$ cat src/rtl/fifo_arb_pkg.sv
// Shared state type and index helpers for the FIFO write-port arbiter.
package fifo_arb_pkg;

  typedef enum logic {IDLE = 1'b0, GRANT = 1'b1} arb_state_t;

  // Owner index width is $clog2(N_REQ); clamp to one bit so a degenerate N still elaborates.
  function automatic int idx_width(input int n);
    return (n < 2) ? 1 : $clog2(n);
  endfunction

  function automatic int rr_next(input int idx, input int n);
    return (idx + 1 >= n) ? 0 : idx + 1;
  endfunction

endpackage

$ cat src/rtl/fifo_wr_arbiter_rr_pick.sv
// Combinational round-robin search: first set bit of req_i at start_i, start_i+1, ... with wrap.
module rr_pick
  import fifo_arb_pkg::*;
#(
  parameter int N   = 4,
  parameter int IDW = 2
) (
  input  logic [N-1:0]   req_i,
  input  logic [IDW-1:0] start_i,
  output logic           found_o,
  output logic [IDW-1:0] idx_o
);

  int cand;

  // Scanning from the far end lets the nearest candidate overwrite the others.
  always_comb begin
    found_o = 1'b0;
    idx_o   = '0;
    cand    = 0;
    for (int i = N - 1; i >= 0; i--) begin
      cand = int'(start_i) + i;
      if (cand >= N) cand = cand - N;
      if (req_i[IDW'(cand)]) begin
        found_o = 1'b1;
        idx_o   = IDW'(cand);
      end
    end
  end

endmodule

$ cat src/rtl/fifo_wr_arbiter.sv
// Round-robin arbiter sharing the FIFO write port among N_REQ valid/ready requesters.
// Define ARB_BURST_EN to hold a grant for up to MAX_BURST words; otherwise arbitration is per word.
module fifo_wr_arbiter
  import fifo_arb_pkg::*;
#(
  parameter int N_REQ     = 4,
  parameter int WIDTH     = 8,
  parameter int MAX_BURST = 4
) (
  input  logic                          wclk,
  input  logic                          wrstn,
  input  logic [N_REQ-1:0]              req_valid,
  input  logic [N_REQ*WIDTH-1:0]        req_data,
  output logic [N_REQ-1:0]              req_ready,
  input  logic                          full,
  output logic                          wen,
  output logic [WIDTH-1:0]              wdata,
  output logic [idx_width(N_REQ)-1:0]   owner,
  output logic                          busy
);

  localparam int IDW = idx_width(N_REQ);

  arb_state_t     state_q, state_d;
  logic [IDW-1:0] owner_q, owner_d;
  logic [IDW-1:0] last_q, last_d;
  logic [IDW-1:0] pick_start, pick_idx;
  logic           pick_found;
  logic           owner_valid;
  logic           burst_end;
  logic           release_grant;

  assign owner_valid   = req_valid[owner_q];
  assign wen           = (state_q == GRANT) & owner_valid & ~full;
  assign release_grant = (state_q == GRANT) & ((wen & burst_end) | ~owner_valid);

  // On release last becomes owner, so both states search from one past the latest grant.
  assign pick_start = (state_q == GRANT) ? IDW'(rr_next(int'(owner_q), N_REQ))
                                         : IDW'(rr_next(int'(last_q), N_REQ));

  rr_pick #(.N(N_REQ), .IDW(IDW)) u_pick (
    .req_i   (req_valid),
    .start_i (pick_start),
    .found_o (pick_found),
    .idx_o   (pick_idx)
  );

  always_comb begin
    req_ready          = '0;
    req_ready[owner_q] = wen;
  end

  assign wdata = wen ? req_data[int'(owner_q)*WIDTH +: WIDTH] : '0;
  assign owner = owner_q;
  assign busy  = (state_q == GRANT);

  always_comb begin
    state_d = state_q;
    owner_d = owner_q;
    last_d  = last_q;
    if (state_q == IDLE) begin
      if (pick_found) begin
        state_d = GRANT;
        owner_d = pick_idx;
      end
    end else if (release_grant) begin
      last_d = owner_q;
      if (pick_found) owner_d = pick_idx;
      else            state_d = IDLE;
    end
  end

  always_ff @(posedge wclk or negedge wrstn) begin
    if (!wrstn) begin
      state_q <= IDLE;
      owner_q <= '0;
      last_q  <= IDW'(N_REQ - 1);
    end else begin
      state_q <= state_d;
      owner_q <= owner_d;
      last_q  <= last_d;
    end
  end

`ifdef ARB_BURST_EN
  localparam int BCW = (MAX_BURST > 1) ? $clog2(MAX_BURST) : 1;

  logic [BCW-1:0] burst_cnt_q, burst_cnt_d;

  assign burst_end = (burst_cnt_q == BCW'(MAX_BURST - 1));

  // Every new grant, including a back-to-back re-grant, starts counting from zero.
  always_comb begin
    burst_cnt_d = burst_cnt_q;
    if (state_q == IDLE || release_grant) burst_cnt_d = '0;
    else if (wen)                         burst_cnt_d = burst_cnt_q + 1'b1;
  end

  always_ff @(posedge wclk or negedge wrstn) begin
    if (!wrstn) burst_cnt_q <= '0;
    else        burst_cnt_q <= burst_cnt_d;
  end
`else
  assign burst_end = 1'b1;
`endif

endmodule

$ cat config.mk
export PLATFORM = sky130hd
export DESIGN_NAME = fifo_wr_arbiter
export DESIGN_NICKNAME = d
export VERILOG_FILES = /design/src/rtl/fifo_arb_pkg.sv /design/src/rtl/fifo_wr_arbiter_rr_pick.sv /design/src/rtl/fifo_wr_arbiter.sv
export SDC_FILE = /design/constraint.sdc
export NUM_CORES = 1
export LEC_CHECK = 0
export CORE_ASPECT_RATIO = 0.75
export CORE_MARGIN = 3
export CORE_UTILIZATION = 32
export DETAILED_ROUTE_END_ITERATION = 10
export HOLD_SLACK_MARGIN = 0.02
export PLACE_DENSITY = 0.79
export SYNTH_ARGS = -nofsm -noshare
export SYNTH_HDL_FRONTEND = slang
export SYNTH_SLANG_ARGS = --single-unit
$ cat constraint.sdc
create_clock -name wclk -period 2.55 [get_ports wclk]
set_input_delay 0.51 -clock wclk [delete_from_list [all_inputs] [get_ports wclk]]
set_output_delay 0.51 -clock wclk [all_outputs]
set_load 0.02 [all_outputs]
# Yosys cells after proc, flatten, opt, wreduce, memory -nomap -nowiden
# Cells that the tools add are included.
word_totals:
  reg_bits: 5
  ramBits: 0
  memories: 0
  inputBits: 39
  output_inout_bits: 16
  latch_bits: 0
  word_cells: 73
  romBits: 0
classes:
  add_sub_neg: 9
  multipliers: 0
  n_bitwise: 7
  reduce_logical: 2
  magnitude_cmp: 12
  n_mux: 38
  shift: 1
  n_eq_ne: 1
  div_mod_pow: 0
ops:
  columns: ["operator", "count"]
  rows:
  - ["variable part select 32 x 6 -> 8 bit", 1]
  - ["two-way mux 2 bit", 14]
  - ["two-way mux 1 bit", 17]
  - ["less-than comparator 2 x 4 -> 1 bit (second input constant)", 4]
  - ["greater-or-equal comparator 3 bit (second input constant)", 5]
  - ["binary-select mux 1 bit (select 2 bit)", 5]
  - ["adder 2 x 1 -> 3 bit (second input constant)", 3]
  - ["two-way mux 8 bit", 1]
  - ["subtractor 2 x 1 -> 2 bit (second input constant)", 4]
  - ["adder 2 x 2 -> 3 bit (second input constant)", 2]
  - ["bitwise AND 4 bit", 1]
  - ["bitwise AND 1 bit", 3]
  - ["greater-or-equal comparator 2 x 3 -> 1 bit (second input constant)", 1]
  - ["less-than comparator 2 x 3 -> 1 bit (second input constant)", 1]
  - ["demux 1 bit (select 2 bit)", 1]
  - ["greater-or-equal comparator 2 x 1 -> 1 bit (second input constant)", 1]
  - ["!= test 2 x 1 -> 1 bit (second input constant)", 1]
  - ["inverter 1 bit", 2]
  - ["AND reduction 2 bit", 1]
  - ["logical AND 1 bit", 1]
  - ["OR 1 bit", 1]

# Logic depth before layout (Yosys ltp)
# Gate-level depths: netlist (run 1).
logic_depth:
  depth_word: 17
  depth_mapped: 7
  depth_no_buf: 6

# By module
# From an unflattened synthesis (run 1), not the netlist that was laid out.
hier_totals:
  hier_cells: 66
  hier_area_um2: 699.4
by_module_without_submodules:
  columns: ["module", "area_per_inst_um2", "n_inst", "cells_each", "seq_area_each_um2"]
  rows:
  - ["fifo_wr_arbiter", 621.8, 1, 53, 127.6]
  - ["rr_pick", 77.6, 1, 13, 0.0]

# Worst setup path before layout (run 1)
# OpenSTA, ideal clock, no wires.
synth_path:
  path_type: "register -> output"
  start: "register owner_q[1], in the netlist owner[1]"
  end: "output wdata[0]"
  arrival_ns: 1.737
  slack_ns: 0.303
  t_required_ns: 2.040
  stages_incl_launch_ff: 6
  path_buffers: 1
  cell_sequence: "dfrtp_1 -> mux4_2 -> nand2_1 -> nor2_1 -> clkbuf_1 -> and2_1"
synth_via:
  elab_chain_len: 5
  elab_cells_between_ends: 6
  classes_between: "1 x shift; 3 x mux; 2 x bitwise"
synth_lines:
  columns: ["item", "line", "source"]
  rows:
  - ["from (decl)", "fifo_wr_arbiter.sv:25", "logic [IDW-1:0] owner_q, owner_d;"]
  - ["from (signal assigned)", "fifo_wr_arbiter.sv:80", "owner_q <= owner_d;"]
  - ["binary-select mux 1 bit (select 2 bit)", "fifo_wr_arbiter.sv:33", "assign owner_valid = req_valid[owner_q];"]
  - ["two-way mux 1 bit (not written as such)", "fifo_wr_arbiter.sv:33", null]
  - ["bitwise AND 1 bit (2 in a row)", "fifo_wr_arbiter.sv:34", "assign wen = (state_q == GRANT) & owner_valid & ~full;"]
  - ["net wen", "fifo_wr_arbiter.sv:16", "output logic wen,"]
  - ["two-way mux 8 bit", "fifo_wr_arbiter.sv:53", "assign wdata = wen ? req_data[int'(owner_q)*WIDTH +: WIDTH] : '0;"]
  - ["to (decl)", "fifo_wr_arbiter.sv:17", "output logic [WIDTH-1:0] wdata,"]
# The timed path passes the listed nets, and every way through them passes these cells. The select of a mux whose other input is x is not followed.

# Final worst setup path (run 1)
layout_path:
  start: "input req_valid[3]"
  end: "output wen"
layout_via:
  elab_chain_len: 4
layout_lines:
  columns: ["item", "line", "source"]
  rows:
  - ["from (decl)", "fifo_wr_arbiter.sv:12", "input logic [N_REQ-1:0] req_valid,"]
  - ["binary-select mux 1 bit (select 2 bit)", "fifo_wr_arbiter.sv:33", null]
  - ["two-way mux 1 bit (not written as such)", "fifo_wr_arbiter.sv:33", null]
  - ["bitwise AND 1 bit (2 in a row)", "fifo_wr_arbiter.sv:34", null]
  - ["to (decl)", "fifo_wr_arbiter.sv:16", null]
# No other way between the ends. The select of a mux whose other input is x is not followed.

==> results of run 1 <==
[sequential cells by signal (all words and copies together) (netlist names)]
signal / flops
busy: 1
last_q: 2
owner: 2
[power groups by stage]
stage	combinational, mW	clock [mW]	sequential [mW]
after detailed placement	0.827	0	0.148
after global routing	0.871	0.115	0.150
final	0.810	0.0955	0.146
after floorplan	0.468	0	0.181
after CTS	0.813	0.0988	0.147
after global placement	0.806	0	0.145
[per-layer routing]
| metal | vias up | GRT usage (%) | part of all wire, % | wire [um] |
|---|---|---|---|---|
| met1 | 365 | 22.5 | 42 | 1040 |
| met2 | 35 | 37.0 | 49 | 1220 |
| met5 | - | 0 | 0 | 0 |
| met4 | 0 | 6.79 | 1.2 | 29 |
| met3 | 4 | 5.10 | 7.3 | 180 |
| li1 | 370 | - | - | - |
[stage by stage]
step / cell area, sq um / TNS (ns) / cells / hold WS (ns)
detailed placement: 1310 / -7.25 / 146 / 0.615
global placement: 1310 / -6.30 / 146 / 0.614
finish: 1300 / 0 / 151 / 0.472
floorplan: 682 / 0 / 64 / 0.214
CTS: 1300 / 0 / 151 / 0.470
global route: 1300 / 0 / 151 / 0.460
[critical path: cells and delay by family]
kind	cells	cell delay [ns]
and+or+nand+nor	2	0.17
muxes	1	0.54
buffers and inverters	2	0.77
[placed cells by master, fill, tap and decap left out, types with 3 or more instances in the layout]
master,n
nand2_1,5
and2_1,12
clkdlybuf4s50_1,41
mux4_2,9
dfrtp_1,3
nor2_1,3
ha_1,6
clkbuf_4,3
buf_2,12
buf_4,9
[kinds of logic after synthesis]
logic type               Yosys count  synth area share [%]
buffers and inverters              5                  2.93
AO/OA/AOI/OAI                      8                  9.91
adder cells (fa/ha/maj)            6                  11.0
multiplexers                      13                  36.0
flip-flops                         5                  18.7
AND/OR/NAND/NOR                   27                  21.5
[worst max-delay path by stage]
stage	startpoint	endpoint	depth (start not counted)
finish	req_valid[3]	wen	5
global placement	req_valid[0]	wdata[2]	6
global route	req_valid[3]	req_ready[1]	6
floorplan	owner[1]	wdata[0]	5
detailed placement	req_valid[3]	wdata[2]	6
CTS	req_valid[3]	wdata[0]	6
[timing repair]
action                                  in CTS  in global routing
pin swaps                                    2                  0
endpoints found under the setup margin      13                  1
resized for setup                           53                  1
gates cloned                                 1                  0
[cell type report]
class | instances | area [sq um]
fill | 159 | 574
tap | 22 | 27.5
multi-input combinational | 55 | 561
sequential | 5 | 128
clock buffer | 4 | 26.3
inverter | 2 | 7.51
timing repair buffer | 63 | 547
==> out/summary.txt, run 1 <==
status = completed
via count = 774
most frequent cell after synthesis = and2_1
Int Power = 591 uW
Async SR Flop Fraction = 100%
number of maximum-capacitance violations = 0
fraction of synthesized cell area taken by the top area cell type = 29.7%
Worst slew margin = 70.4%
TritonCTS clock tree = built
register share of total power = 13.9%
clock-pin transition on the worst setup and hold timing paths = 0.04 ns
number of nets produced by synthesis = 109
final clock skew = 0.00422 ns
insertion delay of the later-clocked pin in the worst-skew pair = 0.25 ns
Crit Reg-Reg Startpoint = owner[0]
Final HPWL DP = 1980 um
switching share of power = 43.8%
most area-hungry cell type in the Yosys netlist = mux4_2
number of cell instances on the worst register-to-register path = 7
fraction of layout instances using a drive strength above 1 = 33.3%
main flop type after synthesis = dfrtp_1
vias per inst = 5.13
Mapped Avg Cell Area = 10.7 sq um
Die W = 59.3 um
quantity of hold-fixing buffers added after cts = 0
first-pass GRT wire length = 3810 um
number of different library cells in the post-synthesis netlist = 24
terminus of the critical flop-to-flop path = owner[1]
final number of max-transition violations = 0
number of buffers inserted during clock tree synthesis = 3
Final Hold Viols = 0
unrepaired setup endpoints after global routing = false
final routed wire length divided by cell count = 16.4 um
pre-CTS WS = -0.579 ns
count of pins on the block boundary = 55
vertical die dimension = 46.0 um
combinational share of power = 77.0%
row count = 13
Critical Path, Cell by Cell = clkdlybuf4s50_1, mux4_2, nand2_4, nor2_4, dlygate4sd2_1
share of the clock period used by the worst path = 98.2%
number of synthesized register bits = 5
CP Capture Type = primary output
max frequency = 0.400 GHz
biggest fanout along the worst timing path = 6
critical path data required time = 2.04 ns
Power Density = 811 mW/mm^2
count of warnings emitted by yosys = 0
Final setup viols = 0
1st-pass router iterations = 4
Peak supply drop = 0.663 mV
clock net sink count = 5
Die Area = 0.00273 sq mm
final routed wirelength across all metal layers = 2470 um
part of the total power dissipated in the clock network = 9.1%
Synth Cell Area = 682 sq um
quantity of I/O buffers inserted on ports = 54
total leakage power = 0.573 nW
path category of the worst min-delay check = input pin to async pin
number of nets in the layout = 175
total global routing overflow = 0
Tightest Pin Transition = 0.431 ns
delay of the slowest cell on the worst path = 0.54 ns
register-to-register setup slack = 0.50 ns
global-route usage over all layers = 20.0%
number of instances in the synthesized netlist = 64
pin count of the biggest net entering global routing = 16
cell types with the highest counts after synthesis = and2_1, mux4_2, ha_1, nand2_1, nor2_1
critical path startpoint category = input pin
Pwr Total = 1.05 mW
sequential share of the synthesized area = 18.7%
CTS HTree Levels = 1
number of enable-type register cells in the synthesized netlist = 0
remaining number of nets flagged by the antenna check after routing = 0
Area contributors post-synth = mux4_2, and2_1, dfrtp_1, ha_1, dfstp_2
core area = 0.00187 sq mm
drt first-iter violations = 15
slowest cell on the critical path = mux4_2
Max Root-Sink Buffers = 2
Post-CTS Setup Bufs = 0
via count of the first global-routing pass = 788
kind of critical path = input pin to primary output
arrival time at the worst endpoint = 1.99 ns
RePlAce Congestion = 0.789
Tmin final = 2.50 ns
number of antenna violations at the first check in global routing = 0
final routed DRC violation total = 0
starting utilization of the core area = 36.5%
Root Driver = clkbuf_4
ANT cells = 0
setup slack of the critical path after layout = 0.0471 ns
switching power summed over all nets = 461 uW
core occupancy in the finished layout = 69.3%
growth of design area from synthesis to finish = 90.1%
No activity file was read; power rests on OpenSTA's default activity.
==> inputs of run 2 (changes only) <==
--- a/config.mk
+++ b/config.mk
@@ -5,6 +5,7 @@
 export SDC_FILE = /design/constraint.sdc
 export NUM_CORES = 1
 export LEC_CHECK = 0
+export CAP_MARGIN = 20
 export CORE_ASPECT_RATIO = 0.75
 export CORE_MARGIN = 3
 export CORE_UTILIZATION = 32
==> results of run 2 <==
The final DEF is identical to that of run 1; final timing and power are the same.
==> inputs of run 3 (changes only) <==
--- a/config.mk
+++ b/config.mk
@@ -7,8 +7,9 @@
 export LEC_CHECK = 0
 export CAP_MARGIN = 20
 export CORE_ASPECT_RATIO = 0.75
-export CORE_MARGIN = 3
 export CORE_UTILIZATION = 32
+export CTS_BUF_LIST = sky130_fd_sc_hd__clkbuf_16
+export CTS_CLUSTER_DIAMETER = 50
 export DETAILED_ROUTE_END_ITERATION = 10
 export HOLD_SLACK_MARGIN = 0.02
 export PLACE_DENSITY = 0.79
==> out/summary.txt, run 3 (synthesized netlist as in run 1, its figures left out) <==
number of cell instances on the worst register-to-register path = 7
total negative slack = 0 ns
met2 track demand over resource in global routing = 34.9%
unrepaired setup endpoints after global routing = false
most frequent cells in the layout = clkdlybuf4s50_1, and2_1, buf_2
TritonCTS clock tree = built
remaining number of nets flagged by the antenna check after routing = 0
Filler cells = 182
first-pass GRT wire length = 3500 um
row count = 14
Final HPWL DP = 1660 um
count of pins on the block boundary = 55
arrival time at the worst endpoint = 1.95 ns
kind of critical path = input pin to primary output
final routed wire length divided by cell count = 14.4 um
total global routing overflow = 0
number of nets in the layout = 173
RePlAce Congestion = 0.782
final clock skew = 0.00130 ns
Tightest Pin Transition = 0.450 ns
fraction of layout instances using a drive strength above 1 = 32.3%
clock-pin transition on the worst setup and hold timing paths = 0.04 ns
Cell Area, Placed = 0.00129 sq mm
global-route usage over all layers = 19.9%
Crit Reg-Reg Startpoint = owner[0]
Post-CTS Setup Bufs = 0
status = completed
final routed wirelength across all metal layers = 2180 um
path category of the worst min-delay check = input pin to async pin
total leakage power = 0.592 nW
CP Capture Type = primary output
1st-pass router iterations = 4
pre-CTS WS = -0.657 ns
vertical die dimension = 42.0 um
Worst slew margin = 69.2%
pin count of the biggest net entering global routing = 17
terminus of the critical flop-to-flop path = owner[1]
Tmin final = 2.46 ns
share of the clock period used by the worst path = 96.5%
Root Driver = clkbuf_16
Pwr Total = 1.19 mW
critical path startpoint category = input pin
core occupancy in the finished layout = 66.3%
Die W = 55.3 um
biggest fanout along the worst timing path = 7
final routed DRC violation total = 0
number of antenna violations at the first check in global routing = 0
gr busiest metal = met2
clock net sink count = 5
setup slack of the critical path after layout = 0.0897 ns
quantity of hold-fixing buffers added after cts = 0
insertion delay of the later-clocked pin in the worst-skew pair = 0.23 ns
max frequency = 0.406 GHz
via count of the first global-routing pass = 760
drt first-iter violations = 13
register-to-register setup slack = 0.46 ns
Max Root-Sink Buffers = 2
GR Util met1 = 24.0%
most frequent standard cell in the layout excluding fill and tap cells = clkdlybuf4s50_1
Finished Cell Area = 0.00134 sq mm
Peak supply drop = 0.580 mV
Final Hold Viols = 0
met3 Track Usage GR = 4.32%
vias per inst = 5.10
core area = 0.00201 sq mm
via count = 770
starting utilization of the core area = 33.9%
CTS HTree Levels = 1
final number of max-transition violations = 0
Die Area = 0.00232 sq mm
quantity of I/O buffers inserted on ports = 54
growth of design area from synthesis to finish = 95.8%
number of maximum-capacitance violations = 0
Power Density = 891 mW/mm^2
number of buffers inserted during clock tree synthesis = 3
ANT cells = 0
Final setup viols = 0
critical path data required time = 2.04 ns
==> run 3: cell count changes in the layout (fill, tap and decap cells not counted) <==
| cell | change |
|---|---|
| inv_1 | +1 |
| clkdlybuf4s50_1 | -1 |
| clkbuf_1 | -1 |
| clkbuf_16 | +3 |
| buf_4 | -2 |
| dlygate4sd2_1 | +1 |
| clkbuf_4 | -3 |
==> run 3: worst max-delay path: stages <==
cell and delay [ns]:
clkdlybuf4s50_1 0.41, mux4_2 0.52, nand2_4 0.12, nor2_4 0.06, and2_1 0.17, buf_2 0.15
==> run 3: timing repair <==
item	4_1_cts	5_1_grt
endpoints found under the setup margin	13	10
resized for setup	45	10
pin swaps	2	0
cloned	1	0
==> run 3: final cells by class <==
type | count | area [sq um] | share of cell area (%)
clock buffer | 3 | 75.1 | 5.62
clock inverter | 1 | 3.75 | 0.281
inverter | 2 | 7.51 | 0.562
multi-input combinational | 55 | 561 | 42.0
sequential | 5 | 128 | 9.56
tap | 24 | 30.0 | 2.25
timing repair buffer | 61 | 531 | 39.7
==> run 3: how the worst max path moves through the flow <==
stage,start,to
3_5_place_dp,req_valid[2],wdata[4]
5_1_grt,req_valid[0],wen
3_3_place_gp,req_valid[2],req_ready[0]
6_report,req_valid[3],req_ready[0]
4_1_cts,req_valid[3],req_ready[3]
2_1_floorplan,owner[1],wdata[0]
==> run 3: power breakdown <==
group	leakage, nW	total (mW)	internal, mW	switching, mW
Sequential	0.0547	0.148	0.123	0.0246
Combinational	0.495	0.782	0.396	0.386
Clock	0.0423	0.260	0.204	0.0560
Total	0.592	1.19	0.723	0.466
==> run 3: metal layers <==
layer  wire [um]  share of wire (%)
met1         986                 45
met2        1010                 46
met3         150                6.9
met4          27                1.2
met5           0                  0
==> run 3: metrics by stage <==
stage	instances	hold WS, ns
after floorplan	64	0.214
after global routing	151	0.516
after detailed placement	146	0.613
after CTS	151	0.510
final	151	0.498
after global placement	146	0.611
